`src/rtl/store_rmw_ctrl.sv`:
```
// Sub-word store sequencer: read-merge-write for SB/SH, direct write for SW.
// Optional build macro MISALIGN_TRAP_EN traps misaligned SH/SW instead of forcing alignment.
module store_rmw_ctrl #(
   parameter int ACK_TIMEOUT = 16
) (
   input  logic        clk,
   input  logic        reset,
   input  logic        req_valid,
   output logic        req_ready,
   input  logic [31:0] req_addr,
   input  logic [31:0] req_data,
   input  logic [1:0]  req_funct,
   output logic        done,
   output logic        err,
   output logic [31:0] mem_addr,
   output logic        mem_rd,
   output logic        mem_wr,
   output logic [31:0] mem_wdata,
   input  logic [31:0] mem_rdata,
   input  logic        mem_ack
);

   localparam int CW = (ACK_TIMEOUT < 2) ? 1 : $clog2(ACK_TIMEOUT + 1);

   typedef enum logic [2:0] {S_IDLE, S_RD, S_MERGE, S_WR, S_RESP} state_t;

   typedef struct packed {
      logic [1:0]  funct;
      logic [1:0]  off;
      logic [31:0] data;
   } req_t;

   state_t        state, state_nxt;
   req_t          req_q;
   logic [31:0]   rdata_q;
   logic [CW-1:0] cnt;
   logic          err_q;

   logic          accept;
   logic          is_sub;
   logic          misalign;
   logic          timeout;
   logic          in_mem;
   logic [1:0]    off_in;
   logic [31:0]   data_in;
   logic [31:0]   lane_mask;
   logic [31:0]   ins_data;
   logic [31:0]   merged;

   // Decode of the incoming request: lane offset, trimmed data, trap condition.
   always_comb begin
      is_sub   = ~req_funct[1];
      off_in   = 2'b00;
      data_in  = req_data;
      misalign = 1'b0;
      case (req_funct)
         2'b00: begin
            off_in  = req_addr[1:0];
            data_in = {24'h0, req_data[7:0]};
         end
         2'b01: begin
            off_in  = {req_addr[1], 1'b0};
            data_in = {16'h0, req_data[15:0]};
         end
         default: begin
            off_in  = 2'b00;
            data_in = req_data;
         end
      endcase
`ifdef MISALIGN_TRAP_EN
      if (req_funct == 2'b01)
         misalign = req_addr[0];
      else if (req_funct[1])
         misalign = (req_addr[1:0] != 2'b00);
`else
      misalign = 1'b0;
`endif
   end

   // Byte-lane merge of the captured read word with the shifted store data.
   always_comb begin
      case (req_q.funct)
         2'b00:   lane_mask = 32'h0000_00FF << {req_q.off, 3'b000};
         2'b01:   lane_mask = 32'h0000_FFFF << {req_q.off, 3'b000};
         default: lane_mask = 32'hFFFF_FFFF;
      endcase
      ins_data = req_q.data << {req_q.off, 3'b000};
      merged   = (rdata_q & ~lane_mask) | (ins_data & lane_mask);
   end

   assign in_mem = (state == S_RD) || (state == S_WR);

   // A timeout fires on the cycle whose missing ack would bring the count to the limit.
   generate
      if (ACK_TIMEOUT == 0) begin : g_no_to
         assign timeout = 1'b0;
      end else begin : g_to
         assign timeout = ~mem_ack && (cnt == CW'(ACK_TIMEOUT - 1));
      end
   endgenerate

   always_comb begin
      state_nxt = state;
      req_ready = 1'b0;
      mem_rd    = 1'b0;
      mem_wr    = 1'b0;
      done      = 1'b0;
      err       = 1'b0;
      accept    = 1'b0;
      case (state)
         S_IDLE: begin
            req_ready = ~reset;
            accept    = req_valid & ~reset;
            if (accept)
               state_nxt = misalign ? S_RESP : (is_sub ? S_RD : S_WR);
         end
         S_RD: begin
            mem_rd = 1'b1;
            if (mem_ack)
               state_nxt = S_MERGE;
            else if (timeout)
               state_nxt = S_RESP;
         end
         S_MERGE: state_nxt = S_WR;
         S_WR: begin
            mem_wr = 1'b1;
            if (mem_ack || timeout)
               state_nxt = S_RESP;
         end
         S_RESP: begin
            done      = 1'b1;
            err       = err_q;
            state_nxt = S_IDLE;
         end
         default: state_nxt = S_IDLE;
      endcase
   end

   always_ff @(posedge clk) begin
      if (reset) begin
         state     <= S_IDLE;
         req_q     <= '0;
         rdata_q   <= '0;
         cnt       <= '0;
         err_q     <= 1'b0;
         mem_addr  <= '0;
         mem_wdata <= '0;
      end else begin
         state <= state_nxt;
         if (accept) begin
            req_q.funct <= req_funct;
            req_q.off   <= off_in;
            req_q.data  <= data_in;
            mem_addr    <= {req_addr[31:2], 2'b00};
            err_q       <= misalign;
            if (!is_sub)
               mem_wdata <= req_data;
         end
         // Counter only runs while a memory request is outstanding; MERGE clears it before WR.
         if (!in_mem)
            cnt <= '0;
         else if (!mem_ack)
            cnt <= cnt + CW'(1);
         if (in_mem && timeout)
            err_q <= 1'b1;
         if (state == S_RD && mem_ack)
            rdata_q <= mem_rdata;
         if (state == S_MERGE)
            mem_wdata <= merged;
      end
   end

endmodule

```
`config.mk`:
```
export PLATFORM = sky130hd
export DESIGN_NAME = store_rmw_ctrl
export DESIGN_NICKNAME = d
export VERILOG_FILES = /design/src/rtl/store_rmw_ctrl.sv
export SDC_FILE = /design/constraint.sdc
export NUM_CORES = 1
export LEC_CHECK = 0
export BUFFER_PORTS_ARGS = -buffer_cell sky130_fd_sc_hd__buf_2
export CAP_MARGIN = 0
export CORE_MARGIN = 2
export CORE_UTILIZATION = 52
export DETAILED_ROUTE_END_ITERATION = 8
export PLACE_DENSITY = 0.8
export SLEW_MARGIN = 20
export SYNTH_ARGS = -nofsm -noshare
export SYNTH_HDL_FRONTEND = slang
export SYNTH_SLANG_ARGS = --single-unit
```
`constraint.sdc`:
```
create_clock -name clk -period 2.3 [get_ports clk]
set_clock_uncertainty 0.15 [all_clocks]
set_input_delay 0.23 -clock clk [delete_from_list [all_inputs] [get_ports clk]]
set_output_delay 0.23 -clock clk [all_outputs]
set_load 0.1 [all_outputs]
```
==> impl_metrics.json, run 1 <==
{
  "timing.final.crit_period_ps": 2200,
  "antenna_found_initial": 0,
  "hold_class": "in -> reg",
  "max_cap_violations": 0,
  "placedCellCount": 977,
  "clock-root-buffer": "clkbuf_16",
  "start_util_pct": 53.0,
  "worstRegToRegCells": 4,
  "worstMarginPinSlew_ps": 913,
  "rsz0062_at_grt": "no",
  "first_global_vias": 6441,
  "ff2ff_setup_slack_ps": 100,
  "vias": 6346,
  "crit_chain": "or4b_4, a211oi_4, nand2_1, o221ai_2",
  "fin_util_pct": 78.0,
  "fin_crit_sh_pct": 95.5,
  "cts_buffer_depth": 2,
  "cts_buffers": 17,
  "syn-cell-area_mm2": 0.00603,
  "drt-initial-drc-count": 665,
  "grt_overflow_total": 0,
  "setup_viol": 0,
  "rows": 39,
  "routabilityCongestion": 0.903,
  "ys_ff_latch": 139,
  "synthArstFlopShare_pct": 0,
  "grt-busiest-layer": "met2",
  "final_max_slew_viol_count": 0,
  "dpl_cell_area_mm2": 0.00723,
  "finalHoldViolations": 0,
  "fp.dieW_um": 112,
  "clock.fmax_mhz": 455,
  "core_mm2": 0.0114,
  "hold_depth": 3,
  "finalNetCount": 1054,
  "syn_inst": 710,
  "critPathArrivalTime_ps": 2370,
  "numPortBuffers": 168,
  "drive_gt1_share_pct": 31.0,
  "critPathKind": "reg -> reg",
  "grt_max_degree": 73,
  "slowest_delay_ps": 670,
  "drc": 0,
  "ys_warn_count": 0,
  "p_per_area_mw_per_mm2": 882,
  "area_growth_pct": 47.1,
  "leakage_uw": 0.00369,
  "grt_pass1_wl_um": 32400,
  "syn_avg_cell_area_um2": 8.49,
  "slew_headroom_pct": 38.9,
  "cts.sinks": 139,
  "track_usage_pct": 32.6,
  "hold_path_end": "req_q[33]",
  "use_met3_pct": 7.89,
  "die_y_um": 112,
  "first_pass_iters": 6,
  "detail_route.wl_per_cell_um": 18.5,
  "endpoint_kind": "flip-flop",
  "crit_required_ps": 2480,
  "startpoint": "state[1]",
  "ir_worst_vdd_uv": 672,
  "cts.reportedPaths.clkPinSlew_ps": 60,
  "clkLatencyLatePin_ps": 420,
  "finish.instance_area_mm2": 0.00887,
  "h-tree-depth": 4,
  "outcome": "finished clean",
  "setup_slack_ps": 104,
  "r2r-start": "state[1]",
  "rr_endpoint": "mem_wdata[29]",
  "holdCritStartpoint": "req_funct[1]",
  "crit_path_start_kind": "flip-flop",
  "io_pins": 171,
  "cts_tree": "done",
  "grtUsageMet2_pct": 52.3,
  "synth_flop_cell": "dfxtp_1",
  "routed_via_density": 5.74,
  "seq_area_frac_synth_pct": 46.2,
  "synth_edf_count": 0,
  "crit_fanout": 18,
  "hpwl_um": 12600,
  "cp_slowest_cell": "or4b_4",
  "ys_types": 44,
  "use_met1_pct": 40.5,
  "n_antenna_cell": 0,
  "pre_cts_ws_ps": 199,
  "instances_no_fill": 1106,
  "wirelength_um": 20400,
  "dieArea_mm2": 0.0125,
  "ant_nets": 0
}
[registers in the layout, summed over array words and instances, names as in the netlist]
| signal | count |
|---|---|
| mem_addr | 30 |
| req_q | 36 |
| mem_wdata | 32 |
| state | 3 |
| err_q | 1 |
| rdata_q | 32 |
| cnt | 5 |
[kinds of logic after synthesis]
group / synth area share, %
muxes: 8.13
DFF: 46.2
xor gates and xnor gates: 0.436
adders and majority gates: 0.415
other: 0.0622
and+or+nand+nor: 21.7
buffers and inverters: 6.06
AOI/OAI and AO/OA: 17.0
[per-layer routing]
metal / up-vias / routed length [um]
li1: 2941 / -
met1: 2940 / 8130
met2: 371 / 9620
met3: 94 / 1720
met4: 0 / 963
met5: - / 0
[worst max-delay path, delay by kind of cell, from the launching register on]
family | cells | cell delay [ps]
and+or+nand+nor | 2 | 830
AOI/OAI and AO/OA | 2 | 540
DFF | 1 | 580
[placed cells by master, fill, tap and decap left out, types with 2 or more instances in the layout]
cell	instances
a21oi_2	2
a22oi_2	7
buf_12	4
a21oi_1	46
buf_2	166
nor3_1	2
clkinvlp_4	4
dfxtp_1	139
o22ai_1	8
clkinv_2	2
bufinv_16	5
buf_4	17
clkbuf_16	17
ha_1	2
nor2_1	52
inv_1	10
dlygate4sd3_1	97
o221ai_2	8
mux2i_1	49
and2_1	2
clkbuf_8	3
nor2b_1	4
nand2_1	162
a211oi_1	24
nand2b_1	2
xor2_1	2
or2_2	3
o32ai_1	8
nand3_2	48
a22oi_1	35
nor3b_1	9
conb_1	2
[report_power, final]
group          total [uW]  internal [uW]  switching [uW]
logic                2040            538            1500
registers            2760           2590             167
clock network        3020           2010            1020
[synth_stat cells (2+ instances only)]
master	n	share of area (%)
dfxtp_1	139	46
nand3_1	48	4.0
buf_1	9	0.56
mux2i_1	49	8.1
buf_6	4	0.75
or2_2	3	0.31
a21oi_1	47	3.9
nor2b_1	5	0.52
nand2_1	163	10
nand2b_1	2	0.21
and2_1	2	0.21
nor3_1	2	0.17
buf_2	12	1.0
nor2_1	53	3.3
a211oi_1	24	3.0
o22ai_1	8	0.83
ha_1	2	0.41
and3_1	2	0.21
clkbuf_1	32	2.0
o221ai_2	8	2.0
inv_1	10	0.62
buf_4	6	0.75
o32ai_1	8	1.2
xor2_1	2	0.29
nor3b_1	10	1.2
a22oi_1	42	5.2
[area by class of cell]
| class | count | area (um2) |
|---|---|---|
| clock buffer | 21 | 470 |
| inverter | 11 | 41.3 |
| fill | 685 | 2500 |
| clock inverter | 11 | 190 |
| multi-input combinational | 497 | 3200 |
| tap | 143 | 179 |
| timing repair buffer | 284 | 2010 |
| sequential | 139 | 2780 |
[how the worst max path moves through the flow]
stage / end / cells past startpoint / slack [ps]
after floorplan: mem_wdata[28] / 6 / -410
after global placement: mem_wdata[31] / 3 / 290
after detailed placement: mem_wdata[29] / 4 / 200
after CTS: mem_wr / 3 / 90
after global routing: mem_wdata[29] / 4 / 50
final: mem_wdata[29] / 4 / 100
[metrics by stage]
stage | hold WS (ps) | power [uW] | setup TNS, ps
2_1_floorplan | 179 | 4280 | -32490
6_report | 31.2 | 7820 | 0
5_1_grt | 60.6 | 8040 | 0
3_3_place_gp | 270 | 4620 | 0
4_1_cts | 25.3 | 7780 | 0
3_5_place_dp | 276 | 4650 | 0
[repair_timing]
item,CTS,global route
resized for setup,1,1
endpoints found under the setup margin,1,1
hold buffers,97,0
hold endpoints to repair,100,0
buffers inserted,0,0
Power figures use the tool's default switching activity.
==> run 2: changes to the inputs <==
--- a/config.mk
+++ b/config.mk
@@ -11,6 +11,7 @@
 export CORE_UTILIZATION = 52
 export DETAILED_ROUTE_END_ITERATION = 8
 export PLACE_DENSITY = 0.8
+export RECOVER_POWER = 100
 export SLEW_MARGIN = 20
 export SYNTH_ARGS = -nofsm -noshare
 export SYNTH_HDL_FRONTEND = slang
==> constraint.sdc (replaced) <==
create_clock -name clk -period 2.2 [get_ports clk]
set_clock_uncertainty 0.15 [all_clocks]
set_input_delay 0.22 -clock clk [delete_from_list [all_inputs] [get_ports clk]]
set_output_delay 0.22 -clock clk [all_outputs]
set_load 0.1 [all_outputs]
==> run 2 against run 1 <==
First-iteration DRC count shrank 8.4%. Routed wire length shrank 1.5%. Sequential share of layout area grew 0.53 points. Register-to-register slack gained 40 ps. Power grew 3.0%. Largest power group unchanged.
==> impl_metrics.json, run 2 (same netlist as run 1, synthesis figures left out) <==
{
  "cts.sinks": 139,
  "h-tree-depth": 4,
  "p_per_area_mw_per_mm2": 923,
  "setup_viol": 0,
  "leakage_uw": 0.00362,
  "crit_path_start_kind": "flip-flop",
  "start_util_pct": 53.0,
  "cp_slowest_cell": "dfxtp_2",
  "cts_tree": "done",
  "ant_nets": 0,
  "finalHoldViolations": 0,
  "first_global_vias": 6328,
  "post_cts_buffers": 0,
  "clock.fmax_mhz": 480,
  "finalNetCount": 1057,
  "first_pass_iters": 5,
  "crit_required_ps": 1830,
  "drive_gt1_share_pct": 29.3,
  "grt_overflow_total": 0,
  "fp.dieW_um": 112,
  "final-seq-area_mm2": 0.00279,
  "outcome": "finished clean",
  "vias": 6397,
  "antenna_found_initial": 0,
  "core_mm2": 0.0114,
  "n_antenna_cell": 0,
  "die_y_um": 112,
  "area_growth_pct": 44.8,
  "pre_cts_ws_ps": 144,
  "final_common_cell": "nand2_1",
  "fin_crit_sh_pct": 94.7,
  "routabilityCongestion": 0.908,
  "endpoint_kind": "output pin",
  "path_buf_inv": 1,
  "final_max_slew_viol_count": 0,
  "drc": 0,
  "slowest_delay_ps": 430,
  "critPathKind": "reg -> out",
  "clkLatencyLatePin_ps": 430,
  "multi_input_area_mm2": 0.00309,
  "clock-root-buffer": "clkbuf_16",
  "fill_cells": 718,
  "drt-initial-drc-count": 609,
  "dpl_cell_area_mm2": 0.00724,
  "routed_via_density": 5.77,
  "grt_pass1_wl_um": 32000,
  "crit_chain": "nor2b_1, and2_1, clkbuf_4",
  "dieArea_mm2": 0.0125,
  "cts_buffers": 17,
  "max_cap_violations": 0,
  "numPortBuffers": 168,
  "final_cell_mix": "162 x nand2_1, 137 x dfxtp_1, 102 x buf_2",
  "hold_class": "in -> reg",
  "largest_reg_flops": 36,
  "grt_max_degree": 60,
  "wirelength_um": 20100,
  "reg_top3": "req_q x36, mem_wdata x32, rdata_q x32",
  "rows": 39,
  "hpwl_um": 12300,
  "largest-register": "req_q",
  "rsz0062_at_grt": "no",
  "io_pins": 171,
  "setup_slack_ps": 117,
  "worstMarginPinSlew_ps": 836,
  "timing.final.crit_period_ps": 2080,
  "critPathTopFamily": "simple AND/OR/NAND/NOR gates",
  "cts_buffer_depth": 2,
  "fin_util_pct": 76.8,
  "crit_fanout": 9,
  "slew_headroom_pct": 43.8,
  "detail_route.wl_per_cell_um": 18.1,
  "critPathArrivalTime_ps": 1710,
  "finish.instance_area_mm2": 0.00873,
  "track_usage_pct": 32.5,
  "cts.reportedPaths.clkPinSlew_ps": 60,
  "ir_worst_vdd_uv": 829
}
==> run 2: changes by cell type in the layout (fill, tap and decap cells not counted), sizes merged <==
cell,delta
dlygate4sd3,+1
clkinvlp,-2
clkinv,+4
bufinv,-1
buf,-68
clkbuf,+69
==> run 2: layout make-up <==
cell class | instances | share of cell area, %
clock inverter | 12 | 1.93
tap | 143 | 2.05
sequential | 139 | 31.9
inverter | 11 | 0.473
multi-input combinational | 497 | 35.4
timing repair buffer | 287 | 22.9
clock buffer | 20 | 5.35
==> run 2: metrics by stage <==
step           hold WS [ps]  power (uW)  setup TNS [ps]  instances
6_report               37.8        8060               0       1109
5_1_grt                 102        8280               0       1109
4_1_cts                15.7        8050               0       1109
3_5_place_dp            263        4870               0        979
3_3_place_gp            261        4830               0        979
2_1_floorplan           169        4480          -42580        711
==> run 2: worst paths after layout <==
| path | endpoint | cells past startpoint | from | slack, ps |
|---|---|---|---|---|
| max | mem_wr | 3 | state[0] | 120 |
| min | cnt[4] | 3 | mem_ack | 40 |
| max reg2reg | mem_wdata[21] | 4 | req_q[32] | 140 |
| min reg2reg | mem_addr[29] | 2 | mem_addr[29] | 300 |
==> run 2: repair_timing <==
item | CTS | global route
hold buffers | 98 | 0
setup endpoints to repair | 1 | 11
pin swaps | 0 | 0
endpoints found under the hold margin | 108 | 0
gates resized for setup | 1 | 5
gates cloned | 0 | 0
==> run 2: worst reg2reg max path, cell delays in order, from the launching register on <==
cell and delay [ps]:
dfxtp_1 450, buf_4 360, nor2b_1 490, a211oi_1 170, o32ai_1 330
==> run 2: metal layers <==
metal / vias up / global-route usage [%] / part of all wire [%]
met5: - / 0 / 0
met4: 0 / 18.8 / 5.2
met3: 98 / 7.40 / 7.8
met2: 373 / 50.6 / 47
met1: 2977 / 41.5 / 40
li1: 2949 / - / -
==> run 2: report_power, final <==
group | total, uW | leakage, uW | switching (uW) | internal, uW
clock | 3080 | 0.000312 | 1100 | 1980
sequential | 2890 | 0.00113 | 173 | 2710
combinational | 2090 | 0.00218 | 1550 | 540
total | 8060 | 0.00362 | 2830 | 5230
==> run 3: changes to the inputs <==
--- a/config.mk
+++ b/config.mk
@@ -5,12 +5,13 @@
 export SDC_FILE = /design/constraint.sdc
 export NUM_CORES = 1
 export LEC_CHECK = 0
+export ABC_AREA = 1
 export BUFFER_PORTS_ARGS = -buffer_cell sky130_fd_sc_hd__buf_2
 export CAP_MARGIN = 0
 export CORE_MARGIN = 2
-export CORE_UTILIZATION = 52
+export CORE_UTILIZATION = 53
 export DETAILED_ROUTE_END_ITERATION = 8
-export PLACE_DENSITY = 0.8
+export PLACE_DENSITY = 0.81
 export RECOVER_POWER = 100
 export SLEW_MARGIN = 20
 export SYNTH_ARGS = -nofsm -noshare
==> run 3 against run 2 <==
Die area up 1.5%. Critical path depth up 1. Largest power group is now registers. Synthesized area up 3.5%. Combinational power about the same. Hold slack worse by 35 ps. Sequential cell count unchanged. Clock-buffer cell count up 1.
==> impl_metrics.json, run 3 <==
{
  "slowest_delay_ps": 420,
  "synth.most_common_cell": "nand2_1",
  "ys_types": 31,
  "final-seq-area_mm2": 0.00278,
  "synth_top_family_by_area": "simple AND/OR/NAND/NOR gates",
  "finalHoldViolations": 0,
  "clkLatencyLatePin_ps": 420,
  "endpoint_kind": "output pin",
  "final_max_slew_viol_count": 0,
  "clock.fmax_mhz": 472,
  "synthArstFlopShare_pct": 0,
  "final_cell_mix": "259 x nand2_1, 139 x dfxtp_1, 102 x buf_2",
  "fin_util_pct": 74.7,
  "grt_pass1_wl_um": 33000,
  "ys_top_cells_by_area": "dfxtp_1 45%, nand2_1 16%, a21oi_1 7.5%",
  "grt_overflow_total": 0,
  "crit_chain": "inv_1, nor3_2, and2_2, buf_2",
  "fin_setup_tns_ps": 0,
  "synth_commonest_cells": "258 x nand2_1, 139 x dfxtp_1, 94 x a21oi_1",
  "post_cts_buffers": 0,
  "drt-initial-drc-count": 788,
  "ant_nets": 0,
  "largest-register": "req_q",
  "routabilityCongestion": 0.933,
  "detail_route.wl_per_cell_um": 15.6,
  "synth-simple-area-share_pct": 29.6,
  "synth_edf_count": 0,
  "p_total_uw": 7530,
  "clock-root-buffer": "clkbuf_16",
  "fin_crit_sh_pct": 96.3,
  "ff2ff_setup_slack_ps": 160,
  "yosysTopAreaCell": "dfxtp_1",
  "hpwl_um": 12200,
  "io_pins": 171,
  "syn-cell-area_mm2": 0.00624,
  "synth_compound_area_share_pct": 16.0,
  "core_mm2": 0.0115,
  "area_growth_pct": 37.3,
  "largest_reg_flops": 36,
  "dieArea_mm2": 0.0127,
  "cts_buffer_depth": 2,
  "die_y_um": 113,
  "track_usage_pct": 32.6,
  "startpoint": "state[2]",
  "synth_flop_cell": "dfxtp_1",
  "critPathTopFamily": "buffers and inverters",
  "crit_path_start_kind": "flip-flop",
  "setup_viol": 0,
  "wirelength_um": 20300,
  "crit_required_ps": 1830,
  "critPathArrivalTime_ps": 1750,
  "timing.final.crit_period_ps": 2120,
  "grt_max_degree": 93,
  "crit_fanout": 3,
  "first_global_vias": 6857,
  "path_buf_inv": 2,
  "max_cap_violations": 0,
  "vias": 7040,
  "outcome": "finished clean",
  "critPathKind": "reg -> out",
  "fill_cells": 833,
  "cts_tree": "done",
  "ys_warn_count": 0,
  "fp.dieW_um": 113,
  "leakage_uw": 0.00388,
  "reg_top3": "req_q x36, mem_wdata x32, rdata_q x32",
  "multi_input_area_mm2": 0.00288,
  "ys_ff_latch": 139,
  "final_common_cell": "nand2_1",
  "syn_avg_cell_area_um2": 6.85,
  "cp_slowest_cell": "dfxtp_1",
  "slew_headroom_pct": 61.5,
  "cts.reportedPaths.clkPinSlew_ps": 60,
  "routed_via_density": 5.40,
  "antenna_found_initial": 1,
  "cts.sinks": 139,
  "syn_inst": 911,
  "synthAdderAreaFrac_pct": 0.401,
  "synthMuxAreaShare_pct": 0,
  "synth_xor_area_share_pct": 0,
  "synth.top_cell.area_share_pct": 44.6,
  "ir_worst_vdd_uv": 782,
  "seq_area_frac_synth_pct": 44.6,
  "whs_ps": 3.18,
  "h-tree-depth": 4,
  "worstMarginPinSlew_ps": 578,
  "r2r-start": "state[1]",
  "cts_buffers": 17,
  "start_util_pct": 54.4,
  "drive_gt1_share_pct": 19.6,
  "drc": 0,
  "rows": 39,
  "hold_class": "in -> reg",
  "first_pass_iters": 6,
  "p_per_area_mw_per_mm2": 879,
  "finalNetCount": 1251,
  "numPortBuffers": 168,
  "rsz0062_at_grt": "no",
  "holdCritStartpoint": "req_data[21]"
}
-- run 3: changes by cell type after synthesis, moves of 22 or more --
cell and change:
a211oi_1 -22, o21ai_0 +91, nand3_1 +44, nand2_1 +95
a21oi_1 +47, a22oi_1 -42, inv_1 +61, mux2i_1 -49
-- run 3: kinds of logic (layout without fill, tap and decap cells) --
logic type	Yosys count	after routing
other	1	3
adders and majority gates	2	2
and+or+nand+nor	434	434
buffers and inverters	139	387
AOI/OAI and AO/OA	196	196
DFF	139	139
-- run 3: final cells by class --
class | count | area share (%)
clock inverter | 11 | 1.15
tap | 143 | 2.09
sequential | 139 | 32.5
clock buffer | 21 | 5.14
multi-input combinational | 634 | 33.6
antenna | 1 | 0.0292
inverter | 79 | 3.46
timing repair buffer | 276 | 22.1
-- run 3: metal layers --
metal  up-vias  global-route usage (%)  wire length [um]
met5         -                       0                 0
met2       323                    55.5             10200
li1       3440                       -                 -
met3        56                    7.78              1450
met1      3221                    39.5              8090
met4         0                    13.7               598
-- run 3: worst paths after layout --
check / endpoint / depth (start not counted)
min: req_q[21] / 5
max reg2reg: req_q[33] / 7
max: err / 4
min reg2reg: rdata_q[13] / 2
-- run 3: what timing repair did --
item / in CTS / in global routing
hold buffers: 93 / 0
setup endpoints to repair: 0 / 2
hold endpoints to repair: 105 / 0
resized for setup: 0 / 2
-- run 3: metrics by stage --
stage	instances	worst slack, ps	cell area, um2
floorplan	912	-30.4	6260
global placement	1178	494	7130
detailed placement	1178	416	7130
CTS	1303	74.6	8600
global route	1304	22.4	8570
finish	1304	80.8	8570
-- run 3: worst register-to-register path: cells and delay by family (launching register included) --
family	cells	cell delay [ps]
DFF	1	360
buffers and inverters	3	630
AOI/OAI and AO/OA	2	400
and+or+nand+nor	2	360
-- run 3: report_power, final --
group	total [uW]	switching [uW]	internal [uW]
registers	2840	120	2720
clock network	2620	1070	1550
logic	2080	1560	516
total	7530	2750	4780
